**src/rtl/axis_downsizer.sv**
```systemverilog
// -----------------------------------------------------------------------------
// axis_downsizer
//   AXI4-Stream wide-to-narrow width converter. Each accepted wide beat of
//   DATA_RATIO lanes is replayed as narrow beats, least-significant lane first.
//   One wide holding register; a new wide beat is accepted in the same cycle
//   the last narrow lane of the current one leaves, so the narrow stream has
//   no bubbles while the sink stays ready.
//
//   Ports
//     aclk, aresetn               clock, asynchronous active-low reset
//     s_axis_tdata/tkeep/tlast    wide beat; tkeep only matters on tlast
//     s_axis_tvalid/tready        wide handshake (tready is combinational)
//     m_axis_tdata/tlast          narrow lane, driven from flops only
//     m_axis_tvalid/tready        narrow handshake
// -----------------------------------------------------------------------------
module axis_downsizer #(
    parameter int DATA_WIDTH   = 8,
    parameter int DATA_RATIO   = 8,
    parameter int S_DATA_WIDTH = DATA_RATIO * DATA_WIDTH,
    parameter int M_DATA_WIDTH = DATA_WIDTH
) (
    input  logic                    aclk,
    input  logic                    aresetn,
    input  logic [S_DATA_WIDTH-1:0] s_axis_tdata,
    input  logic [DATA_RATIO-1:0]   s_axis_tkeep,
    input  logic                    s_axis_tvalid,
    input  logic                    s_axis_tlast,
    output logic                    s_axis_tready,
    output logic [M_DATA_WIDTH-1:0] m_axis_tdata,
    output logic                    m_axis_tvalid,
    output logic                    m_axis_tlast,
    input  logic                    m_axis_tready
);

    localparam int IDX_W = (DATA_RATIO > 1) ? $clog2(DATA_RATIO) : 1;
    localparam logic [IDX_W-1:0] LAST_LANE = IDX_W'(DATA_RATIO - 1);

    if (DATA_RATIO < 2) begin : g_bad_ratio
        $error("axis_downsizer: DATA_RATIO must be >= 2");
    end

    logic [DATA_RATIO-1:0][DATA_WIDTH-1:0] buffer;
    logic [IDX_W-1:0]                      idx;
    logic [IDX_W-1:0]                      nlanes;
    logic                                  busy;
    logic                                  last_r;

    logic             m_fire;
    logic             last_fire;
    logic             capture;
    logic [IDX_W-1:0] keep_hi;

    // Highest set keep bit. An all-zero keep resolves to lane 0 so a tlast
    // beat always produces at least one narrow beat carrying tlast.
    always_comb begin
        keep_hi = '0;
        for (int k = 0; k < DATA_RATIO; k++) begin
            if (s_axis_tkeep[k]) keep_hi = k[IDX_W-1:0];
        end
    end

    // idx is compared against nlanes rather than relying on rollover, so a
    // non-power-of-2 ratio never indexes past the last lane.
    assign m_fire        = m_axis_tvalid & m_axis_tready;
    assign last_fire     = m_fire & (idx == nlanes);
    assign s_axis_tready = aresetn & (~busy | last_fire);
    assign capture       = s_axis_tvalid & s_axis_tready;

    assign m_axis_tvalid = busy;
    assign m_axis_tdata  = buffer[idx];
    assign m_axis_tlast  = last_r & (idx == nlanes);

    always_ff @(posedge aclk or negedge aresetn) begin
        if (!aresetn) begin
            busy   <= 1'b0;
            idx    <= '0;
            nlanes <= LAST_LANE;
            last_r <= 1'b0;
            buffer <= '0;
        end else begin
            // Capture takes priority over retiring the final lane: the reload
            // in that same cycle is what keeps the narrow stream gapless.
            if (capture) begin
                buffer <= s_axis_tdata;
                last_r <= s_axis_tlast;
                idx    <= '0;
                busy   <= 1'b1;
                nlanes <= s_axis_tlast ? keep_hi : LAST_LANE;
            end else if (last_fire) begin
                busy <= 1'b0;
            end else if (m_fire) begin
                idx <= idx + 1'b1;
            end
        end
    end

endmodule

```
**config.mk**
```make
export PLATFORM = sky130hd
export DESIGN_NAME = axis_downsizer
export DESIGN_NICKNAME = d
export VERILOG_FILES = /design/src/rtl/axis_downsizer.sv
export SDC_FILE = /design/constraint.sdc
export NUM_CORES = 1
export LEC_CHECK = 0
export CORE_ASPECT_RATIO = 0.6
export CORE_MARGIN = 2
export CORE_UTILIZATION = 43
export DETAILED_ROUTE_END_ITERATION = 8
export PLACE_DENSITY = 0.82
export SLEW_MARGIN = 30
export SYNTH_ARGS = -nofsm -noshare
export SYNTH_HDL_FRONTEND = slang
export SYNTH_SLANG_ARGS = --single-unit
```
**constraint.sdc**
```tcl
create_clock -name aclk -period 2.64 [get_ports aclk]
set_input_delay 0.528 -clock aclk [delete_from_list [all_inputs] [get_ports aclk]]
set_output_delay 0.528 -clock aclk [all_outputs]
set_load 0.02 [all_outputs]
```
==> flow_summary.toml <==
[status]
outcome = "completed"

[synth]
synth_cell_type_count = 29
yosysWarnings = 0
yosysSeqAreaShare_pct = 52.0
synth-compound-area-share_pct = 1.66
synth_top_cell_by_area = "dfrtp_1"
async_reset_ff_share_pct = 100
synth_fa_ha_area_share_pct = 0.360
synth_top_family_by_area = "multiplexers"
synth-simple-area-share_pct = 2.05
yosys-top-cells-area = "dfrtp_1 50%, mux2_2 22%, mux4_2 7.1%"
syn_area_um2 = 3470
yosys.area.top_type_share_pct = 49.7
synth_top_flop_cell = "dfrtp_1"
ys_seq_elements = 72
synth_edf_count = 0
syn-num-nets = 286
synthXorXnorAreaFrac_pct = 1.26
avgSynthCellArea_um2 = 16.7
synthMuxAreaShare_pct = 36.6
syn_inst = 208

[sta]
tightest_slew_ns = 0.784
period_share_pct = 97.4
finalHoldViolCount = 0
fin_worst_skew_ns = 0.00525
finalWorstSetupSlack_ns = 0.0689
drv_slew = 0
finalSetupViolCount = 0
rsz0062_at_grt = "true"
min_period_ns = 2.57
tns_ns = 0
fmax_ghz = 0.389
slew_headroom_pct = 47.7

[power]
pwr_density_cell_nw_per_um2 = 1170
total_leakage_power_uw = 0.00200
ir_worst_vdd_v = 0.000500

[finish]
nets = 380
area_growth_pct = 35.8
drive_gt1_share_pct = 40.7
n_fill_cell = 625
utilization_pct = 60.1
num_antenna_cells = 0

[drt]
routed_wl_um = 6970
wl_per_cell_um = 16.8
drt_pass1_iterations = 3
vias_per_cell = 4.96
vias = 2057
first_iter_violations = 98
ant_nets = 0
drc_errors = 0

[die]
die_x_um = 120
core-area_um2 = 7850
die_h_um = 73.6
die_area_um2 = 8830
initial_core_util_pct = 44.2
core.rowCount = 25
io_pins = 88

[setup_path]
worst_setup_path_start_kind = "flop"
endpoint_kind = "output port"
crit_arrival_ns = 2.04
r2r_setup_slack_ns = 0.36
critical_path_class = "reg2out"
cp_max_fo = 6
required_ns = 2.11

[grt]
grt_max_degree = 64
gr-total-overflow = 0
grt_pass1_wl_um = 11200
antenna_found_initial = 0
track_usage_pct = 17.7
grt_pass1_vias = 2215

[clocking]
cts_tree = "done"
cts_hold_buffers = 0
post_cts_buffers = 0
numCtsBuffers = 9
clk_latency_ns = 0.34
clockBufferDepth = 2
root_buffer = "clkbuf_16"
cts_num_sinks = 72
clkSlewWorstSetupHoldPaths_ns = 0.05
cts_max_level = 3

[min_path]
hp-class = "in2async"

[place]
globalplace.congestion = 0.740
port_buffers = 86
pre_cts_slack_ns = -0.0863
dp_hpwl_um = 4920

[job]
maxCapViolCount = 0
-- cells in the mapped netlist, drive strengths merged (2+ instances only) --
cell type  count
inv            3
nor2           5
xor2           4
dfrtp         69
mux4          16
buf           12
dfstp          3
a21oi          2
and2           2
nand2          4
mux2          76
-- state kept, by name (all words and copies together) (netlist names) --
name	flops
buffer	64
idx	3
last_r	1
m_axis_tvalid	1
nlanes	3
-- per-layer routing --
metal  vias to the layer above  wire length [um]  GRT usage [%]
met5                         -                 0              0
met4                         0               105           6.67
li1                        963                 -              -
met3                         9               683           9.70
met1                      1021              3170           21.6
met2                        64              3010           26.8
-- what timing repair did --
action	4_1_cts	5_1_grt
endpoints found under the setup margin	9	8
gates cloned	0	1
gates resized for setup	9	11
-- critical path: stages, from the launching register on --
cell and delay, ns:
dfrtp_2 0.42, clkbuf_16 0.18, mux4_2 0.51, mux2_2 0.28, dlygate4sd2_1 0.32
-- through the flow --
step / cells / hold WS (ns) / cell area [um2] / total power (uW)
6_report: 415 / 0.0169 / 4720 / 5540
2_1_floorplan: 208 / 0.232 / 3470 / 3540
4_1_cts: 414 / 0.0106 / 4690 / 5570
5_1_grt: 415 / 0.0151 / 4720 / 5890
3_3_place_gp: 398 / 0.374 / 4370 / 4240
3_5_place_dp: 398 / 0.374 / 4370 / 4320
-- layout make-up --
cell class / count / area (um2) / area share [%]
flip-flops and latches: 72 / 1810 / 38.3
multi-input cells: 120 / 1460 / 30.9
repair buffers: 96 / 975 / 20.7
clock buffers: 11 / 253 / 5.36
well taps: 108 / 135 / 2.87
clock inverters: 5 / 78.8 / 1.67
inverters: 3 / 11.3 / 0.239
-- layout by cell type (no fill, tap or decap), drive strengths merged, types with 2 or more instances in the layout --
cell type      Yosys  routed
inv                3       3
mux2              76      76
clkinv             0       3
dfstp              3       3
and2               2       2
clkbuf             1      15
dlygate4sd2        0       4
nor2               5       5
dfrtp             69      69
buf               12      10
a21oi              2       2
bufinv             0       2
xor2               4       4
clkdlybuf4s50      0      75
nand2              4       4
mux4              16      16
clkdlybuf4s15      0       2
-- path summary, 6_finish.rpt --
path,start,endpoint,cells after the start
max,idx[0],m_axis_tdata[4],4
min,aresetn,m_axis_tvalid,1
max reg2reg,idx[0],buffer[16],7
min reg2reg,buffer[31],buffer[31],1
max in group asynchronous,aresetn,idx[0],2
min in group aclk,buffer[31],buffer[31],1
-- cells by family (layout without fill, tap and decap cells) --
group / after synthesis / after routing
and+or+nand+nor: 14 / 14
muxes: 93 / 93
buffers and inverters: 16 / 115
DFF: 72 / 72
xor gates and xnor gates: 5 / 5
adders and majority gates: 1 / 1
AOI/OAI and AO/OA: 7 / 7
-- power by group --
group          internal (uW)  switching (uW)  leakage [uW]  total [uW]
clock                    876             454      0.000165        1330
combinational           1370             908      0.000967        2270
sequential              1660             273      0.000865        1930
total                   3900            1630       0.00200        5540
Note: power is estimated with default switching activity, not from simulation.
